$ cat src/rtl/iir_coeff_loader_if.sv
// rtl/iir_coeff_loader_if.sv - host configuration word stream into the notch coefficient loader
interface iir_coeff_loader_if #(
  parameter int COEFF_WIDTH = 20
);
  logic                          cfg_valid;
  logic                          cfg_ready;
  logic signed [COEFF_WIDTH-1:0] cfg_data;
  logic                          cfg_sel;
  logic                          cfg_abort;

  modport master (
    output cfg_valid, cfg_data, cfg_sel, cfg_abort,
    input  cfg_ready
  );

  modport slave (
    input  cfg_valid, cfg_data, cfg_sel, cfg_abort,
    output cfg_ready
  );
endinterface

$ cat src/rtl/iir_coeff_loader.sv
// rtl/iir_coeff_loader.sv - assembles 5-word notch coefficient sets and commits them between samples
// Optional readback check after each commit: IIR_COEFF_VERIFY_EN.
module iir_coeff_loader #(
  parameter int  COEFF_WIDTH = 20,
  parameter int  GAP_TIMEOUT = 16,
  localparam int COEFF_DEPTH = 5
) (
  input  logic                                     clk,
  input  logic                                     rst,
  input  logic                                     valid_in,
  iir_coeff_loader_if.slave                        cfg,
  output logic                                     coeff_wr_en_1MHz,
  output logic [COEFF_DEPTH-1:0][COEFF_WIDTH-1:0]  coeff_out_1MHz,
  output logic                                     coeff_wr_en_2_4MHz,
  output logic [COEFF_DEPTH-1:0][COEFF_WIDTH-1:0]  coeff_out_2_4MHz,
  output logic                                     busy,
  output logic                                     done,
  output logic                                     sel_err,
  output logic                                     forced
`ifdef IIR_COEFF_VERIFY_EN
  ,
  input  logic [COEFF_DEPTH-1:0][COEFF_WIDTH-1:0]  coeff_rb_1MHz,
  input  logic [COEFF_DEPTH-1:0][COEFF_WIDTH-1:0]  coeff_rb_2_4MHz,
  output logic                                     verify_err
`endif
);

  localparam int         GAP_W    = (GAP_TIMEOUT > 1) ? $clog2(GAP_TIMEOUT) : 1;
  localparam logic [2:0] LAST_IDX = 3'(COEFF_DEPTH - 1);
  localparam logic [GAP_W-1:0] GAP_MAX = GAP_W'(GAP_TIMEOUT - 1);

  typedef enum logic [2:0] {
    IDLE, LOAD, WAIT_GAP, COMMIT
`ifdef IIR_COEFF_VERIFY_EN
    , VERIFY
`endif
  } state_t;

  state_t state, state_d;

  logic [COEFF_DEPTH-1:0][COEFF_WIDTH-1:0] stage;
  logic [2:0]       idx;
  logic [GAP_W-1:0] gap_cnt;
  logic             sel_q;

  logic store, idx_clr, gap_clr, gap_inc, commit_go, timeout_go, sel_mismatch;

  always_ff @(posedge clk or posedge rst) begin
    if (rst) state <= IDLE;
    else     state <= state_d;
  end

  always_comb begin
    state_d            = state;
    cfg.cfg_ready      = 1'b0;
    store              = 1'b0;
    idx_clr            = 1'b0;
    gap_clr            = 1'b0;
    gap_inc            = 1'b0;
    commit_go          = 1'b0;
    timeout_go         = 1'b0;
    sel_mismatch       = 1'b0;
    busy               = 1'b1;
    done               = 1'b0;
    coeff_wr_en_1MHz   = 1'b0;
    coeff_wr_en_2_4MHz = 1'b0;
    case (state)
      IDLE: begin
        busy          = 1'b0;
        cfg.cfg_ready = 1'b1;
        if (cfg.cfg_valid) begin
          store   = 1'b1;
          state_d = LOAD;
        end
      end
      LOAD: begin
        cfg.cfg_ready = 1'b1;
        // Abort wins over a word offered in the same cycle.
        if (cfg.cfg_abort) begin
          idx_clr = 1'b1;
          state_d = IDLE;
        end else if (cfg.cfg_valid) begin
          if (cfg.cfg_sel != sel_q) begin
            sel_mismatch = 1'b1;
            idx_clr      = 1'b1;
            state_d      = IDLE;
          end else begin
            store = 1'b1;
            if (idx == LAST_IDX) begin
              gap_clr = 1'b1;
              state_d = WAIT_GAP;
            end
          end
        end
      end
      WAIT_GAP: begin
        if (cfg.cfg_abort) begin
          idx_clr = 1'b1;
          state_d = IDLE;
        end else if (!valid_in) begin
          commit_go = 1'b1;
          state_d   = COMMIT;
        end else if (gap_cnt == GAP_MAX) begin
          commit_go  = 1'b1;
          timeout_go = 1'b1;
          state_d    = COMMIT;
        end else begin
          gap_inc = 1'b1;
        end
      end
      COMMIT: begin
        done               = 1'b1;
        coeff_wr_en_1MHz   = ~sel_q;
        coeff_wr_en_2_4MHz = sel_q;
`ifdef IIR_COEFF_VERIFY_EN
        state_d = VERIFY;
`else
        state_d = IDLE;
`endif
      end
`ifdef IIR_COEFF_VERIFY_EN
      VERIFY: state_d = IDLE;
`endif
      default: state_d = IDLE;
    endcase
  end

  always_ff @(posedge clk or posedge rst) begin
    if (rst) begin
      stage            <= '0;
      idx              <= '0;
      gap_cnt          <= '0;
      sel_q            <= 1'b0;
      coeff_out_1MHz   <= '0;
      coeff_out_2_4MHz <= '0;
      forced           <= 1'b0;
      sel_err          <= 1'b0;
    end else begin
      forced  <= timeout_go;
      sel_err <= sel_mismatch;
      if (store) begin
        if (state == IDLE) begin
          stage[0] <= cfg.cfg_data;
          sel_q    <= cfg.cfg_sel;
          idx      <= 3'd1;
        end else begin
          stage[idx] <= cfg.cfg_data;
          idx        <= (idx == LAST_IDX) ? 3'd0 : idx + 3'd1;
        end
      end else if (idx_clr) begin
        idx <= '0;
      end
      if (gap_clr)      gap_cnt <= '0;
      else if (gap_inc) gap_cnt <= gap_cnt + 1'b1;
      // Target array updates on the edge into COMMIT so wr_en sees the new set.
      if (commit_go) begin
        if (sel_q) coeff_out_2_4MHz <= stage;
        else       coeff_out_1MHz   <= stage;
      end
    end
  end

`ifdef IIR_COEFF_VERIFY_EN
  always_ff @(posedge clk or posedge rst) begin
    if (rst) begin
      verify_err <= 1'b0;
    end else if (commit_go) begin
      verify_err <= 1'b0;
    end else if (state == VERIFY) begin
      if ((sel_q ? coeff_rb_2_4MHz : coeff_rb_1MHz) != stage) verify_err <= 1'b1;
    end
  end
`endif

endmodule

$ cat src/flat_wrapper.sv
// flat-port wrapper written by rule: the top's interface ports become plain ports
module iir_coeff_loader_flat 
#(
  parameter int  COEFF_WIDTH = 20,
  parameter int  GAP_TIMEOUT = 16,
  localparam int COEFF_DEPTH = 5
)
  (clk, rst, valid_in, coeff_wr_en_1MHz, coeff_out_1MHz, coeff_wr_en_2_4MHz, coeff_out_2_4MHz, busy, done, sel_err, forced, cfg_cfg_valid, cfg_cfg_data, cfg_cfg_sel, cfg_cfg_abort, cfg_cfg_ready);
  iir_coeff_loader_if #(.COEFF_WIDTH(COEFF_WIDTH)) cfg_i ();
  input  logic clk;
  input  logic rst;
  input  logic valid_in;
  output logic coeff_wr_en_1MHz;
  output logic [COEFF_DEPTH-1:0][COEFF_WIDTH-1:0] coeff_out_1MHz;
  output logic coeff_wr_en_2_4MHz;
  output logic [COEFF_DEPTH-1:0][COEFF_WIDTH-1:0] coeff_out_2_4MHz;
  output logic busy;
  output logic done;
  output logic sel_err;
  output logic forced;
  input wire logic [$bits(cfg_i.cfg_valid)-1:0] cfg_cfg_valid;
  input wire logic [$bits(cfg_i.cfg_data)-1:0] cfg_cfg_data;
  input wire logic [$bits(cfg_i.cfg_sel)-1:0] cfg_cfg_sel;
  input wire logic [$bits(cfg_i.cfg_abort)-1:0] cfg_cfg_abort;
  output wire logic [$bits(cfg_i.cfg_ready)-1:0] cfg_cfg_ready;
  assign cfg_i.cfg_valid = cfg_cfg_valid;
  assign cfg_i.cfg_data = cfg_cfg_data;
  assign cfg_i.cfg_sel = cfg_cfg_sel;
  assign cfg_i.cfg_abort = cfg_cfg_abort;
  assign cfg_cfg_ready = cfg_i.cfg_ready;
  iir_coeff_loader #(.COEFF_WIDTH(COEFF_WIDTH), .GAP_TIMEOUT(GAP_TIMEOUT)) u_core (.clk(clk), .rst(rst), .valid_in(valid_in), .cfg(cfg_i), .coeff_wr_en_1MHz(coeff_wr_en_1MHz), .coeff_out_1MHz(coeff_out_1MHz), .coeff_wr_en_2_4MHz(coeff_wr_en_2_4MHz), .coeff_out_2_4MHz(coeff_out_2_4MHz), .busy(busy), .done(done), .sel_err(sel_err), .forced(forced));
endmodule
$ cat config.mk
export PLATFORM = sky130hd
export DESIGN_NAME = iir_coeff_loader_flat
export DESIGN_NICKNAME = d
export VERILOG_FILES = /design/src/rtl/iir_coeff_loader_if.sv /design/src/rtl/iir_coeff_loader.sv /design/src/flat_wrapper.sv
export SDC_FILE = /design/constraint.sdc
export NUM_CORES = 1
export LEC_CHECK = 0
export CAP_MARGIN = 10
export CORE_MARGIN = 5
export CORE_UTILIZATION = 48
export DETAILED_ROUTE_END_ITERATION = 6
export PLACE_DENSITY_LB_ADDON = 0.2
export SYNTH_ARGS = -nofsm -noshare
export SYNTH_HDL_FRONTEND = slang
export SYNTH_SLANG_ARGS = --single-unit
$ cat constraint.sdc
create_clock -name clk -period 12.3 [get_ports clk]
set_input_delay 1.23 -clock clk [delete_from_list [all_inputs] [get_ports clk]]
set_output_delay 1.23 -clock clk [all_outputs]
set_load 0.01 [all_outputs]
* Word level (Yosys, flattened, before mapping)
Cells that the tools add are included.
** Cells by class
- $add $sub $neg :: 2
- Multipliers :: 0
- Divide/modulo/power cells :: 0
- Order comparisons :: 2
- Equal/unequal tests :: 10
- Shift operators :: 0
- Muxes and demuxes :: 52
- Bitwise operators :: 2
- Reduce and logical (&&, ||, !) cells :: 10
** Operator list (count)
- $bwmux W100 :: 1
- $demux W20 S3 :: 1
- $mux W20 :: 2
- $mux W3 :: 12
- $mux W1 :: 31
- $pmux W3 S3 :: 1
- $mux W4 :: 2
- $reduce_and A2 Y1 :: 4
- $eq A3 B2 Y1 const B :: 2
- $add A4 B1 Y4 const B :: 1
- $eq A4 B4 Y1 const B :: 1
- $lt A3 B4 Y1 const B :: 1
- $ne A4 B2 Y1 const B :: 1
- $ne A4 B3 Y1 const B :: 1
- $pmux W1 S2 :: 2
- $reduce_and A4 Y1 :: 1
- $reduce_bool A2 Y1 :: 2
- $add A3 B1 Y3 const B :: 1
- $eq A3 B1 Y1 const B :: 1
- $eq A3 B3 Y1 const B :: 1
- $ge A3 B1 Y1 const B :: 1
- $logic_not A3 Y1 :: 1
- $ne A3 B3 Y1 const B :: 1
- $ne A2 B2 Y1 const B :: 1
- 4 further kinds :: 5
** Word-level totals
- Register bits :: 313
- Latch bits :: 0
- Bits in writable memories :: 0
- Bits in read-only memories :: 0
- Output and inout port bits :: 207
- Word-level logic and storage cells :: 99
- Memories kept :: 0

* Depth between registers and ports, before layout
- Depth in word-level cells :: 7
- Gate-level depth with buffers :: 7

* Worst setup path after synthesis
Ideal clock, no wire load.
- Path kind :: in2reg
- Start :: in cfg_cfg_sel
- End :: reg u_core.stage[69] (netlist name)
- Arrival time :: 2.506 ns
- Required time :: 12.175 ns
- Path slack :: 9.669 ns
- Stages :: 5
- Buffers on the path :: 1
- Cells stage by stage :: xnor2_2 -> nor3b_4 -> nor4b_4 -> buf_6 -> mux2_2
** Between the ends
- Word-level cells in the longest chain between the ends :: 6
** Ends and longest elaborated chain
- start, declared :: RTL line flat_wrapper.sv:23 : input wire logic [$bits(cfg_i.cfg_sel)-1:0] cfg_cfg_sel;
- $ne A1 B1 Y1 :: RTL line iir_coeff_loader.sv:83 : if (cfg.cfg_sel != sel_q) begin
- $mux W1 :: RTL line iir_coeff_loader.sv:83
- $mux W1 :: RTL line iir_coeff_loader.sv:82 : end else if (cfg.cfg_valid) begin
- $mux W1 :: RTL line iir_coeff_loader.sv:79 : if (cfg.cfg_abort) begin
- $pmux W1 S2 :: RTL line iir_coeff_loader.sv:67 : case (state)
- $reduce_and A2 Y1 (no source line)
- end signal, assigned by index :: RTL line iir_coeff_loader.sv:147 : stage[idx] <= cfg.cfg_data;
- end, declared :: RTL line iir_coeff_loader.sv:41 : logic [COEFF_DEPTH-1:0][COEFF_WIDTH-1:0] stage;
No other way between the ends.
A chain may end at the register's enable or synchronous reset.

* Worst setup path in the final report
- Start :: in cfg_cfg_abort
- End :: reg u_core.coeff_out_1MHz[1] (netlist name)
** Between the ends
- Word-level cells in the longest chain between the ends :: 3
** Ends and longest elaborated chain
- start, declared :: RTL line flat_wrapper.sv:24 : input wire logic [$bits(cfg_i.cfg_abort)-1:0] cfg_cfg_abort;
- $mux W1 :: RTL line iir_coeff_loader.sv:97 : if (cfg.cfg_abort) begin
- $mux W1 :: RTL line iir_coeff_loader.sv:67
- $reduce_and A2 Y1 (no source line)
- end signal, assigned :: RTL line iir_coeff_loader.sv:158 : else coeff_out_1MHz <= stage;
- end, declared :: RTL line iir_coeff_loader.sv:13 : output logic [COEFF_DEPTH-1:0][COEFF_WIDTH-1:0] coeff_out_1MHz,
No other way between the ends.

==> parameters.txt <==
Parameter                              Value

Run status
  Result of the run ... finished clean

Placement
  Placer Congestion ... 0.778
  Detail Placement HPWL ... 17.5 mm
  Worst slack, placed ... 8090 ps
  IO Port Bufs ... 232

Floorplanning
  Die area ... 28200 um^2
  Initial Util ... 0.490
  Die Ht ... 168 um
  Placement row count ... 57
  Count of boundary I/O pins ... 233
  Area inside the core boundary ... 24400 um^2
  Chip Width ... 168 um

Synthesis
  Primary FF master, synth ... dfrtp_1
  Warning count from the yosys run ... 0
  Synthesized cell area ... 12000 um^2
  Synthesis-stage register bit count ... 312
  Number of nets produced by synthesis ... 753
  Sequential area share after synthesis ... 0.653
  Gate count after technology mapping ... 720
  Mean area per synthesized cell ... 16.6 um^2
  Post-synth EDFFs ... 0
  Post-synthesis cell type count ... 36
  Share of async-settable or async-resettable flops after synthesis ... 1.00

Detailed routing
  Detail Route Antenna Nets ... 0
  1st-pass router iterations ... 4
  Post-DR wirelength/cell ... 19.7 um
  Vias after detailed routing ... 6725
  Number of design rule violations left after detail routing ... 0
  Total wirelength of the detailed-routed design ... 25.8 mm
  First-iteration detailed-routing DRC count ... 312
  Routed via count divided by cell count ... 5.14

Critical path
  Worst path slowest cell ... and3b_4
  WP data required ... 12670 ps
  Worst flop-to-flop path endpoint ... u_core.coeff_out_1MHz[1]
  Critical Path Fanout Max ... 57
  Longest individual stage delay on the worst path ... 760 ps
  Source of the worst register-to-register timing path ... u_core.state[0]
  Number of cells on the worst reg-to-reg path ... 6
  Critical Path AT ... 4060 ps
  Worst setup EP type ... flop
  Category of the worst setup path launch point ... input pin
  Crit path max-delay family ... buffers and inverters
  Cells traversed along the worst timing path ... clkdlybuf4s50_1, nor2b_1, and3b_4, buf_4, mux2_2
  Buffers & Inverters on Critical Path ... 2
  Crit Path Class ... input pin to flop
  Setup slack on the worst flop-to-flop path ... 9130 ps

Timing
  Setup TNS Final ... 0 ps
  Post-layout worst setup margin ... 8610 ps
  Final hold slack ... 502 ps
  Final setup violating endpoints ... 0
  Final min period ... 3690 ps
  Unrepaired setup endpoints after global routing ... false
  Transition time at the pin with the least slew margin ... 1060 ps
  Fmax ... 271 MHz
  Slew Limit Headroom ... 0.291
  Final number of max-transition violations ... 0
  Final hold violation count ... 0
  Fraction of the cycle the final worst path needs ... 0.300
  Maximum clock skew at final layout ... 17.6 ps

Clock tree
  Count of hold buffers inserted by post-cts repair ... 0
  Maximum root-to-sink buffer count ... 3
  Buffer cell driving the clock tree root ... clkbuf_16
  Clock Latency Late Sink ... 500 ps
  CTS clk-pin slew, worst paths ... 60 ps
  Quantity of gates resized following cts ... 0
  Clock tree from TritonCTS ... done
  Number of clock sinks ... 312
  Setup bufs post-CTS ... 0
  Number of CTS-inserted buffers ... 34
  H-tree level count ... 2

Pwr
  Net switching component of the power ... 757 uW
  Clock network power share ... 0.339
  Total leakage power ... 0.00741 uW
  Combinational share of power ... 0.210
  Power density over the cells ... 189 nW/um^2
  Worst IR drop on VDD ... 112 uV
  Internal power ... 2210 uW
  Seq pwr share ... 0.452
  Total power consumption of the routed design ... 2960 uW
  Net Sw Frac ... 0.255

Layout
  Number of nets in the final layout ... 995
  Layout cell share with drive strength beyond 1 ... 0.373
  Final design utilization ... 0.643
  Area delta synth->final ... 31.2%
  Diodes inserted ... 0
  FILL cells ... 1853

Global routing
  Maximum number of pins on one net before global-route repair ... 151
  Global routing usage summed across all routing layers ... 0.185
  Global-route wire length before repair ... 41.7 mm
  Initial antenna violation count ... 0
  Overflow left after global routing ... 0
  Via count of the first global-routing pass ... 7198

Hold path
  Path category of the worst min-delay check ... flop to flop
  Min-Delay Endpoint ... u_core.coeff_out_2_4MHz[13]
  Hold Path Cell Cnt ... 1
  Launch point of the worst hold path ... u_core.coeff_out_2_4MHz[13]

Job
  Number of max-capacitance violations reported ... 0
final cells by class:
| type | count | area [um^2] | area share |
|---|---|---|---|
| Inverter | 8 | 37.5 | 0.00239 |
| Multi-Input combinational cell | 366 | 3920 | 0.250 |
| Clock inverter | 4 | 48.8 | 0.00311 |
| Timing Repair Buffer | 240 | 2380 | 0.152 |
| Tap cell | 324 | 405 | 0.0259 |
| Clock buffer | 55 | 1080 | 0.0691 |
| Sequential cell | 312 | 7810 | 0.498 |
stage by stage:
stage	cells	area, um^2
detailed placement	1250	14500
CTS	1309	15700
global placement	1250	14500
global route	1309	15700
finish	1309	15700
floorplan	720	12000
routing by layer:
layer  GRT usage  routed length [um]  part of all wire
met1       0.264               11900              0.46
met2       0.295               12400              0.48
met5           0                   0                 0
met3      0.0345                1140             0.044
met4      0.0476                 453             0.018
power by group through the flow:
stage	Combinational, uW	Clock (uW)	Sequential (uW)
floorplan	295	0	1370
global placement	620	0	1350
detailed placement	632	0	1360
CTS	634	1030	1340
global route	674	1070	1360
finish	622	1000	1340
cell usage after synthesis, types with 3 or more instances:
master	number	area [um^2]
ha_1	7	87.6
a21oi_1	3	15.0
buf_6	6	67.6
mux2_2	299	3370
nand2_1	5	18.8
nand3_1	7	35.0
buf_2	25	125
inv_1	8	30.0
mux2_1	3	33.8
nor4b_4	3	71.3
nor2_1	6	22.5
dfrtp_1	312	7810
nor2b_1	4	25.0
o21ai_0	5	25.0
worst max-delay path by stage:
stage / from / to / slack [ps] / depth (start not counted)
global route: cfg_cfg_abort / u_core.coeff_out_1MHz[89] / 8420 / 5
detailed placement: cfg_cfg_abort / u_core.coeff_out_1MHz[91] / 8090 / 5
global placement: cfg_cfg_abort / u_core.coeff_out_1MHz[12] / 8120 / 5
floorplan: rst / u_core.coeff_out_1MHz[0] / 2440 / 1
finish: cfg_cfg_abort / u_core.coeff_out_1MHz[1] / 8610 / 5
CTS: cfg_cfg_abort / u_core.coeff_out_1MHz[1] / 8620 / 5
cells in the final DEF (no fill, tap or decap), types with 4 or more instances in the layout:
cell type / count
buf_4: 8
clkbuf_1: 9
clkbuf_16: 37
clkbuf_8: 9
clkdlybuf4s50_1: 232
dfrtp_1: 312
ha_1: 7
inv_1: 7
mux2_2: 299
nand2_1: 5
nand3_1: 7
nor2_1: 6
nor2b_1: 4
o21ai_0: 4
sequential cells by signal, indices dropped and copies added (netlist names):
name                     flops
u_core.gap_cnt               4
u_core.sel_q                 1
u_core.sel_err               1
u_core.idx                   3
u_core.coeff_out_2_4MHz    100
u_core.coeff_out_1MHz      100
u_core.state                 2
u_core.forced                1
u_core.stage               100
cells by family after synthesis:
kind of cell             synth area share
adder cells (fa/ha/maj)           0.00733
flip-flops                          0.653
XOR/XNOR                          0.00209
AND/OR/NAND/NOR                    0.0229
multiplexers                        0.286
buffers and inverters              0.0202
AO/OA/AOI/OAI                     0.00806
Power figures use the tool's default switching activity.
